[src/rtl/mem_port_arbiter_pkg.sv]
// Shared types and constants for the memory port arbiter and its lane aligner.
package mem_pkg;

  typedef enum logic [1:0] {SZ_B = 2'd0, SZ_H = 2'd1, SZ_W = 2'd2, SZ_D = 2'd3} mem_size_t;

  typedef enum logic [1:0] {ST_IDLE, ST_ISSUE, ST_WAIT, ST_RESP} arb_state_t;

  typedef enum logic {OWN_IF, OWN_LS} owner_t;

  localparam logic [7:0] BE_MASK_B = 8'h01;
  localparam logic [7:0] BE_MASK_H = 8'h03;
  localparam logic [7:0] BE_MASK_W = 8'h0F;
  localparam logic [7:0] BE_MASK_D = 8'hFF;

  function automatic logic [7:0] be_mask(input mem_size_t sz);
    case (sz)
      SZ_B:    return BE_MASK_B;
      SZ_H:    return BE_MASK_H;
      SZ_W:    return BE_MASK_W;
      default: return BE_MASK_D;
    endcase
  endfunction

  function automatic logic [63:0] data_mask(input mem_size_t sz);
    logic [7:0]  be;
    logic [63:0] m;
    be = be_mask(sz);
    m  = '0;
    for (int i = 0; i < 8; i++) m[8*i +: 8] = {8{be[i]}};
    return m;
  endfunction

endpackage

[src/rtl/mem_port_arbiter_if.sv]
// Fetch, load/store and memory-side signals of the arbiter; master = arbiter, slave = environment.
interface mem_port_arbiter_if #(parameter int ADDR_W = 48);
  logic              if_req;
  logic [ADDR_W-1:0] if_addr;
  logic              if_gnt;
  logic              if_rvalid;
  logic [31:0]       if_rdata;

  logic              ls_req;
  logic              ls_we;
  logic [1:0]        ls_size;
  logic [ADDR_W-1:0] ls_addr;
  logic [63:0]       ls_wdata;
  logic              ls_gnt;
  logic              ls_rvalid;
  logic [63:0]       ls_rdata;
  logic              ls_misaligned;

  logic              mem_req;
  logic              mem_we;
  logic [ADDR_W-1:0] mem_addr;
  logic [7:0]        mem_be;
  logic [63:0]       mem_wdata;
  logic              mem_ready;
  logic              mem_rvalid;
  logic [63:0]       mem_rdata;

  modport master (
    input  if_req, if_addr, ls_req, ls_we, ls_size, ls_addr, ls_wdata,
           mem_ready, mem_rvalid, mem_rdata,
    output if_gnt, if_rvalid, if_rdata, ls_gnt, ls_rvalid, ls_rdata, ls_misaligned,
           mem_req, mem_we, mem_addr, mem_be, mem_wdata
  );

  modport slave (
    output if_req, if_addr, ls_req, ls_we, ls_size, ls_addr, ls_wdata,
           mem_ready, mem_rvalid, mem_rdata,
    input  if_gnt, if_rvalid, if_rdata, ls_gnt, ls_rvalid, ls_rdata, ls_misaligned,
           mem_req, mem_we, mem_addr, mem_be, mem_wdata
  );
endinterface

[src/rtl/mem_port_arbiter_lane_align.sv]
// Combinational lane logic: alignment check, byte enables and write shift on the request side,
// read extraction and size masking on the response side.
module mem_lane_align
  import mem_pkg::*;
(
  input  mem_size_t   i_size,
  input  logic [2:0]  i_addr_lo,
  input  logic [63:0] i_wdata,
  output logic        o_misaligned,
  output logic [7:0]  o_be,
  output logic [63:0] o_wdata,
  input  mem_size_t   i_rsp_size,
  input  logic [2:0]  i_rsp_addr_lo,
  input  logic [63:0] i_rdata,
  output logic [63:0] o_rdata
);

  always_comb begin
    case (i_size)
      SZ_B:    o_misaligned = 1'b0;
      SZ_H:    o_misaligned = i_addr_lo[0];
      SZ_W:    o_misaligned = |i_addr_lo[1:0];
      default: o_misaligned = |i_addr_lo;
    endcase
  end

  assign o_be    = be_mask(i_size) << i_addr_lo;
  assign o_wdata = i_wdata << {i_addr_lo, 3'b000};
  assign o_rdata = (i_rdata >> {i_rsp_addr_lo, 3'b000}) & data_mask(i_rsp_size);

endmodule

[src/rtl/mem_port_arbiter.sv]
// Shares one 64-bit memory port between fetch and load/store, one transaction in flight.
// Define MEM_ARB_STARVE_EN to let fetch win after STARVE_MAX consecutive load/store grants.
//
// state    | meaning
// ST_IDLE  | arbitrate, grant and capture payload
// ST_ISSUE | mem_req held until mem_ready
// ST_WAIT  | wait for mem_rvalid, capture read data
// ST_RESP  | one-cycle rvalid to the owner
module mem_port_arbiter
  import mem_pkg::*;
#(
  parameter int ADDR_W     = 48,
  parameter int STARVE_MAX = 4
) (
  input  logic               clk,
  input  logic               n_reset,
  mem_port_arbiter_if.master bus
);

  arb_state_t        r_state, w_state_nxt;
  owner_t            r_owner;
  logic              r_we, r_mis;
  mem_size_t         r_size;
  logic [2:0]        r_lo;
  logic [ADDR_W-1:0] r_addr;
  logic [7:0]        r_be;
  logic [63:0]       r_wdata, r_rdata;

  logic        w_pick_if, w_starve_hit, w_ls_mis;
  logic [7:0]  w_ls_be;
  logic [63:0] w_ls_wdata, w_rdata_ex;

  mem_lane_align u_align (
    .i_size       (mem_size_t'(bus.ls_size)),
    .i_addr_lo    (bus.ls_addr[2:0]),
    .i_wdata      (bus.ls_wdata),
    .o_misaligned (w_ls_mis),
    .o_be         (w_ls_be),
    .o_wdata      (w_ls_wdata),
    .i_rsp_size   (r_size),
    .i_rsp_addr_lo(r_lo),
    .i_rdata      (bus.mem_rdata),
    .o_rdata      (w_rdata_ex)
  );

`ifdef MEM_ARB_STARVE_EN
  localparam int CNT_W = $clog2(STARVE_MAX + 1);
  logic [CNT_W-1:0] r_starve;

  assign w_starve_hit = (r_starve == CNT_W'(STARVE_MAX));

  always_ff @(posedge clk or negedge n_reset) begin
    if (!n_reset)                     r_starve <= '0;
    else if (bus.if_gnt)              r_starve <= '0;
    else if (bus.ls_gnt && bus.if_req) r_starve <= r_starve + 1'b1;
  end
`else
  assign w_starve_hit = 1'b0;
`endif

  assign w_pick_if = bus.if_req && (!bus.ls_req || w_starve_hit);

  always_ff @(posedge clk or negedge n_reset) begin
    if (!n_reset) r_state <= ST_IDLE;
    else          r_state <= w_state_nxt;
  end

  always_comb begin
    w_state_nxt   = r_state;
    bus.if_gnt    = 1'b0;
    bus.ls_gnt    = 1'b0;
    bus.if_rvalid = 1'b0;
    bus.ls_rvalid = 1'b0;
    bus.mem_req   = 1'b0;
    unique case (r_state)
      ST_IDLE: begin
        if (w_pick_if) begin
          bus.if_gnt  = 1'b1;
          w_state_nxt = ST_ISSUE;
        end else if (bus.ls_req) begin
          bus.ls_gnt  = 1'b1;
          w_state_nxt = w_ls_mis ? ST_RESP : ST_ISSUE;
        end
      end
      ST_ISSUE: begin
        bus.mem_req = 1'b1;
        if (bus.mem_ready) w_state_nxt = ST_WAIT;
      end
      ST_WAIT: begin
        if (bus.mem_rvalid) w_state_nxt = ST_RESP;
      end
      ST_RESP: begin
        bus.if_rvalid = (r_owner == OWN_IF);
        bus.ls_rvalid = (r_owner == OWN_LS);
        w_state_nxt   = ST_IDLE;
      end
      default: w_state_nxt = ST_IDLE;
    endcase
  end

  // r_rdata is cleared at every grant so stores and misaligned accesses answer with zero.
  always_ff @(posedge clk or negedge n_reset) begin
    if (!n_reset) begin
      r_owner <= OWN_IF;
      r_we    <= 1'b0;
      r_mis   <= 1'b0;
      r_size  <= SZ_B;
      r_lo    <= '0;
      r_addr  <= '0;
      r_be    <= '0;
      r_wdata <= '0;
      r_rdata <= '0;
    end else if (bus.if_gnt) begin
      r_owner <= OWN_IF;
      r_we    <= 1'b0;
      r_mis   <= 1'b0;
      r_size  <= SZ_D;
      r_lo    <= {bus.if_addr[2], 2'b00};
      r_addr  <= {bus.if_addr[ADDR_W-1:3], 3'b000};
      r_be    <= BE_MASK_D;
      r_wdata <= '0;
      r_rdata <= '0;
    end else if (bus.ls_gnt) begin
      r_owner <= OWN_LS;
      r_we    <= bus.ls_we;
      r_mis   <= w_ls_mis;
      r_size  <= mem_size_t'(bus.ls_size);
      r_lo    <= bus.ls_addr[2:0];
      r_addr  <= {bus.ls_addr[ADDR_W-1:3], 3'b000};
      r_be    <= w_ls_be;
      r_wdata <= w_ls_wdata;
      r_rdata <= '0;
    end else if (r_state == ST_WAIT && bus.mem_rvalid && !r_we) begin
      if (r_owner == OWN_IF)
        r_rdata <= {32'h0, r_lo[2] ? bus.mem_rdata[63:32] : bus.mem_rdata[31:0]};
      else
        r_rdata <= w_rdata_ex;
    end
  end

  assign bus.mem_we        = bus.mem_req & r_we;
  assign bus.mem_addr      = bus.mem_req ? r_addr : '0;
  assign bus.mem_be        = bus.mem_req ? r_be : '0;
  assign bus.mem_wdata     = bus.mem_req ? r_wdata : '0;
  assign bus.ls_rdata      = bus.ls_rvalid ? r_rdata : '0;
  assign bus.ls_misaligned = bus.ls_rvalid & r_mis;
  assign bus.if_rdata      = bus.if_rvalid ? r_rdata[31:0] : '0;

endmodule

[src/flat_wrapper.sv]
// flat-port wrapper written by rule: the top's interface ports become plain ports
module mem_port_arbiter_flat import mem_pkg::*;
#(
  parameter int ADDR_W     = 48,
  parameter int STARVE_MAX = 4
)
  (clk, n_reset, bus_if_req, bus_if_addr, bus_ls_req, bus_ls_we, bus_ls_size, bus_ls_addr, bus_ls_wdata, bus_mem_ready, bus_mem_rvalid, bus_mem_rdata, bus_if_gnt, bus_if_rvalid, bus_if_rdata, bus_ls_gnt, bus_ls_rvalid, bus_ls_rdata, bus_ls_misaligned, bus_mem_req, bus_mem_we, bus_mem_addr, bus_mem_be, bus_mem_wdata);
  mem_port_arbiter_if #(.ADDR_W(ADDR_W)) bus_i ();
  input  logic clk;
  input  logic n_reset;
  input wire logic [$bits(bus_i.if_req)-1:0] bus_if_req;
  input wire logic [$bits(bus_i.if_addr)-1:0] bus_if_addr;
  input wire logic [$bits(bus_i.ls_req)-1:0] bus_ls_req;
  input wire logic [$bits(bus_i.ls_we)-1:0] bus_ls_we;
  input wire logic [$bits(bus_i.ls_size)-1:0] bus_ls_size;
  input wire logic [$bits(bus_i.ls_addr)-1:0] bus_ls_addr;
  input wire logic [$bits(bus_i.ls_wdata)-1:0] bus_ls_wdata;
  input wire logic [$bits(bus_i.mem_ready)-1:0] bus_mem_ready;
  input wire logic [$bits(bus_i.mem_rvalid)-1:0] bus_mem_rvalid;
  input wire logic [$bits(bus_i.mem_rdata)-1:0] bus_mem_rdata;
  output wire logic [$bits(bus_i.if_gnt)-1:0] bus_if_gnt;
  output wire logic [$bits(bus_i.if_rvalid)-1:0] bus_if_rvalid;
  output wire logic [$bits(bus_i.if_rdata)-1:0] bus_if_rdata;
  output wire logic [$bits(bus_i.ls_gnt)-1:0] bus_ls_gnt;
  output wire logic [$bits(bus_i.ls_rvalid)-1:0] bus_ls_rvalid;
  output wire logic [$bits(bus_i.ls_rdata)-1:0] bus_ls_rdata;
  output wire logic [$bits(bus_i.ls_misaligned)-1:0] bus_ls_misaligned;
  output wire logic [$bits(bus_i.mem_req)-1:0] bus_mem_req;
  output wire logic [$bits(bus_i.mem_we)-1:0] bus_mem_we;
  output wire logic [$bits(bus_i.mem_addr)-1:0] bus_mem_addr;
  output wire logic [$bits(bus_i.mem_be)-1:0] bus_mem_be;
  output wire logic [$bits(bus_i.mem_wdata)-1:0] bus_mem_wdata;
  assign bus_i.if_req = bus_if_req;
  assign bus_i.if_addr = bus_if_addr;
  assign bus_i.ls_req = bus_ls_req;
  assign bus_i.ls_we = bus_ls_we;
  assign bus_i.ls_size = bus_ls_size;
  assign bus_i.ls_addr = bus_ls_addr;
  assign bus_i.ls_wdata = bus_ls_wdata;
  assign bus_i.mem_ready = bus_mem_ready;
  assign bus_i.mem_rvalid = bus_mem_rvalid;
  assign bus_i.mem_rdata = bus_mem_rdata;
  assign bus_if_gnt = bus_i.if_gnt;
  assign bus_if_rvalid = bus_i.if_rvalid;
  assign bus_if_rdata = bus_i.if_rdata;
  assign bus_ls_gnt = bus_i.ls_gnt;
  assign bus_ls_rvalid = bus_i.ls_rvalid;
  assign bus_ls_rdata = bus_i.ls_rdata;
  assign bus_ls_misaligned = bus_i.ls_misaligned;
  assign bus_mem_req = bus_i.mem_req;
  assign bus_mem_we = bus_i.mem_we;
  assign bus_mem_addr = bus_i.mem_addr;
  assign bus_mem_be = bus_i.mem_be;
  assign bus_mem_wdata = bus_i.mem_wdata;
  mem_port_arbiter #(.ADDR_W(ADDR_W), .STARVE_MAX(STARVE_MAX)) u_core (.clk(clk), .n_reset(n_reset), .bus(bus_i));
endmodule
[config.mk]
export PLATFORM = sky130hd
export DESIGN_NAME = mem_port_arbiter_flat
export DESIGN_NICKNAME = d
export VERILOG_FILES = /design/src/rtl/mem_port_arbiter_pkg.sv /design/src/rtl/mem_port_arbiter_if.sv /design/src/rtl/mem_port_arbiter_lane_align.sv /design/src/rtl/mem_port_arbiter.sv /design/src/flat_wrapper.sv
export SDC_FILE = /design/constraint.sdc
export NUM_CORES = 1
export LEC_CHECK = 0
export CAP_MARGIN = 20
export CORE_MARGIN = 10
export CORE_UTILIZATION = 46
export CTS_BUF_LIST = sky130_fd_sc_hd__clkbuf_16
export DETAILED_ROUTE_END_ITERATION = 6
export HOLD_SLACK_MARGIN = 0.1
export PLACE_DENSITY = 0.91
export SYNTH_ARGS = -nofsm -noshare
export SYNTH_HDL_FRONTEND = slang
export SYNTH_SLANG_ARGS = --single-unit
[constraint.sdc]
create_clock -name clk -period 2.21 [get_ports clk]
set_input_delay 0.5525 -clock clk [delete_from_list [all_inputs] [get_ports clk]]
set_output_delay 0.5525 -clock clk [all_outputs]
set_load 0.02 [all_outputs]
==> impl_metrics.ini <==
[run_status]
status = finished with violations
violations = setup timing

[floorplan]
ioPinCount = 456
start_util_pct = 47.1
core_sq_um = 26300
fp.dieW_um = 184
rows = 59
die-area_sq_um = 33900
die_y_um = 184

[timing]
final-hold-violation-count = 0
skew_ns = 0.0198
relSlewSlack_pct = 52.0
grt_setup_unrepaired = true
worst_pin_slew_ns = 0.716
period_needed_ns = 2.61
setup_ws_ns = -0.397
period_share_pct = 118
final_max_slew_viol_count = 0
fmax_mhz = 384
setup_violations = 224

[placed_design]
hpwl_mm = 42.7
io_buffers = 450
gp_congestion = 0.958
placed_cells = 2109
placed_cell_area_sq_um = 18100

[worst_setup_path]
crit_path_max_fanout = 6
worstSetupEndpointType = primary output
critPathLaunchType = register
arrival_ns = 2.05
path_class = reg -> out
cp.required_ns = 1.66

[cells_and_area]
nets = 2092
layout-drive-gt1-share_pct = 38.7
area_growth_syn_to_layout_pct = 67.1
fin_area_sq_um = 20700
finalNonFillerCells = 2202
num_antenna_cells = 0

[synthesis]
syn-instance-count = 1301
synth_edf_count = 0
synthXorXnorAreaFrac_pct = 0
synth.top_cell.area_share_pct = 38.6
synth_common_cells = dfrtp_1, and2_1, a22o_1
async_reset_ff_share_pct = 100
synth_area_leaders = dfrtp_1, a22o_1, and2_1
synth_compound_area_share_pct = 22.8
yosys.area_share.simple_pct = 20.2
synth.distinct_cells = 55
syn_area_per_cell_sq_um = 9.52
synth_area_leader_cell = dfrtp_1
synthFlopType = dfrtp_1
synth_warnings = 0
synth_top_family_by_area = compound AO/OA/AOI/OAI gates
syn-cell-area_sq_um = 12400
muxShareOfSynthArea_pct = 12.5
yosysMostFrequentCell = dfrtp_1
yosys.area_share.adder_pct = 0.505
ys_seq_elements = 191
seq_area_frac_synth_pct = 38.6

[grt]
grt_antenna_before_repair = 1
use_met1_pct = 36.7
use_met3_pct = 8.87
grt_max_degree = 71
grt_pass1_vias = 13850
grt_pass1_wl_mm = 84.2
top_usage_layer = met2
grt_usage_pct = 32.2
gr-total-overflow = 0
met2_usage_pct = 54.6

[route]
routed_via_density = 6.53
first_pass_iters = 6
wl_per_cell_um = 29.0
vias = 14370
wirelength_mm = 63.8
drt.antenna.violating_nets = 0
drtIter0Drc = 1813
drc = 0

[power_and_ir_drop]
powerDensity_nw_per_um2 = 1100
p_leak_uw = 0.00950
peakVddDrop_mv = 0.765

[clock_network]
clockBufferDepth = 2
htree_levels = 4
cts_buffers = 17
clock_sinks = 191
clock_latency_ns = 0.46
cts_tree = done
cts_root_buf = clkbuf_16
cts.reportedPaths.clkPinSlew_ns = 0.08

[min_path]
worstHoldPathType = reg -> reg

[run]
cap_viol_max_count = 0
==> logic make-up (layout without fill, tap and decap cells) <==
| group | Yosys count | count (layout) |
|---|---|---|
| adder cells (fa/ha/maj) | 5 | 5 |
| buffers and inverters | 155 | 719 |
| AO/OA/AOI/OAI | 368 | 368 |
| other | 1 | 3 |
| flip-flops | 191 | 191 |
| AND/OR/NAND/NOR | 449 | 449 |
| multiplexers | 132 | 132 |
==> cell type report <==
cell class,count,area [sq um]
well taps,335,419
inverters,18,67.6
fillers,1561,5590
clock inverters,15,194
flip-flops and latches,191,4780
multi-input cells,957,7660
repair buffers,669,7140
clock buffers,17,425
==> cell usage in the layout, fill, tap and decap left out, drive strengths merged, types with 4 or more instances in the layout <==
| cell type | Yosys | layout |
|---|---|---|
| nor2b | 12 | 12 |
| nand3b | 31 | 31 |
| nand2b | 9 | 9 |
| nor3 | 5 | 5 |
| ha | 5 | 5 |
| buf | 46 | 430 |
| and2 | 152 | 152 |
| nor2 | 34 | 34 |
| inv | 17 | 22 |
| a22o | 121 | 121 |
| a32o | 28 | 28 |
| mux2 | 25 | 25 |
| a21oi | 39 | 39 |
| clkdlybuf4s50 | 0 | 226 |
| and3 | 75 | 75 |
| a22oi | 9 | 9 |
| o221ai | 28 | 28 |
| clkbuf | 91 | 29 |
| o31ai | 5 | 5 |
| a211o | 12 | 12 |
| clkinv | 1 | 11 |
| mux2i | 93 | 93 |
| dfrtp | 191 | 191 |
| a32oi | 4 | 4 |
| nand2 | 118 | 118 |
| mux4 | 14 | 14 |
| o22a | 6 | 6 |
| o22ai | 5 | 5 |
| o21ai | 66 | 66 |
| o211ai | 8 | 8 |
| a221oi | 11 | 11 |
| a221o | 12 | 12 |
==> routing by layer <==
metal | vias up | part of all wire (%) | wire length [um]
met5 | - | 0.020 | 13
met4 | 2 | 6.1 | 3890
met3 | 236 | 12 | 7430
met2 | 1181 | 48 | 30800
met1 | 7035 | 34 | 21700
li1 | 5916 | - | -
==> registers in the layout (all words and copies together), names as in the netlist <==
name,count
u_core.r_rdata,64
u_core.r_wdata,64
u_core.r_addr,45
u_core.r_be,8
u_core.r_lo,3
u_core.r_size,2
u_core.r_state,2
u_core.r_mis,1
u_core.r_owner,1
u_core.r_we,1
==> where the power goes <==
part	internal, uW	leakage [uW]	total (uW)	switching (uW)
clock	1540	0.000297	3230	1690
combinational	6770	0.00671	13600	6830
sequential	4720	0.00249	5940	1220
total	13000	0.00950	22800	9740
==> worst max-delay path: stages (launching register included) <==
cell,delay (ns)
dfrtp_1,0.45
ha_4,0.21
nor2b_4,0.28
buf_6,0.16
buf_6,0.12
buf_6,0.11
and2_4,0.14
buf_6,0.11
==> through the flow <==
stage	hold WS (ns)	total power [uW]	utilization, %	setup slack, ns	TNS [ns]
6_report	0.497	22800	78.7	-0.397	-44.50
5_1_grt	0.520	23600	78.7	-0.418	-50.40
4_1_cts	0.484	20000	72.2	-0.467	-30.14
3_5_place_dp	0.466	16000	68.9	-0.205	-17.97
3_3_place_gp	0.459	15700	68.9	-0.186	-11.65
2_1_floorplan	0.257	11300	-	0.0388	0
==> path summary, 6_finish.rpt <==
| path | to | start | cells past startpoint | slack, ns |
|---|---|---|---|---|
| max | bus_if_rdata[18] | u_core.r_state[1]$_DFFE_PN0P_ | 7 | -0.40 |
| min | u_core.r_rdata[44]$_DFFE_PN0P_ | u_core.r_rdata[44]$_DFFE_PN0P_ | 2 | 0.50 |
| max reg2reg | u_core.r_rdata[16]$_DFFE_PN0P_ | u_core.r_owner$_DFFE_PN0P_ | 6 | -0.11 |
| min reg2reg | u_core.r_rdata[44]$_DFFE_PN0P_ | u_core.r_rdata[44]$_DFFE_PN0P_ | 2 | 0.50 |
| max in group asynchronous | u_core.r_wdata[52]$_DFFE_PN0P_ | n_reset | 3 | 0.96 |
| min in group asynchronous | u_core.r_rdata[2]$_DFFE_PN0P_ | n_reset | 2 | 0.60 |
==> what timing repair did <==
action                     CTS  global route
setup endpoints to repair  227           239
resized for setup          864           554
hold endpoints to repair    40             0
gates cloned                 9            14
hold buffers                 1             0
pin swaps                    3            12
buffers inserted            18            30
(Power assumes the default switching activity.)
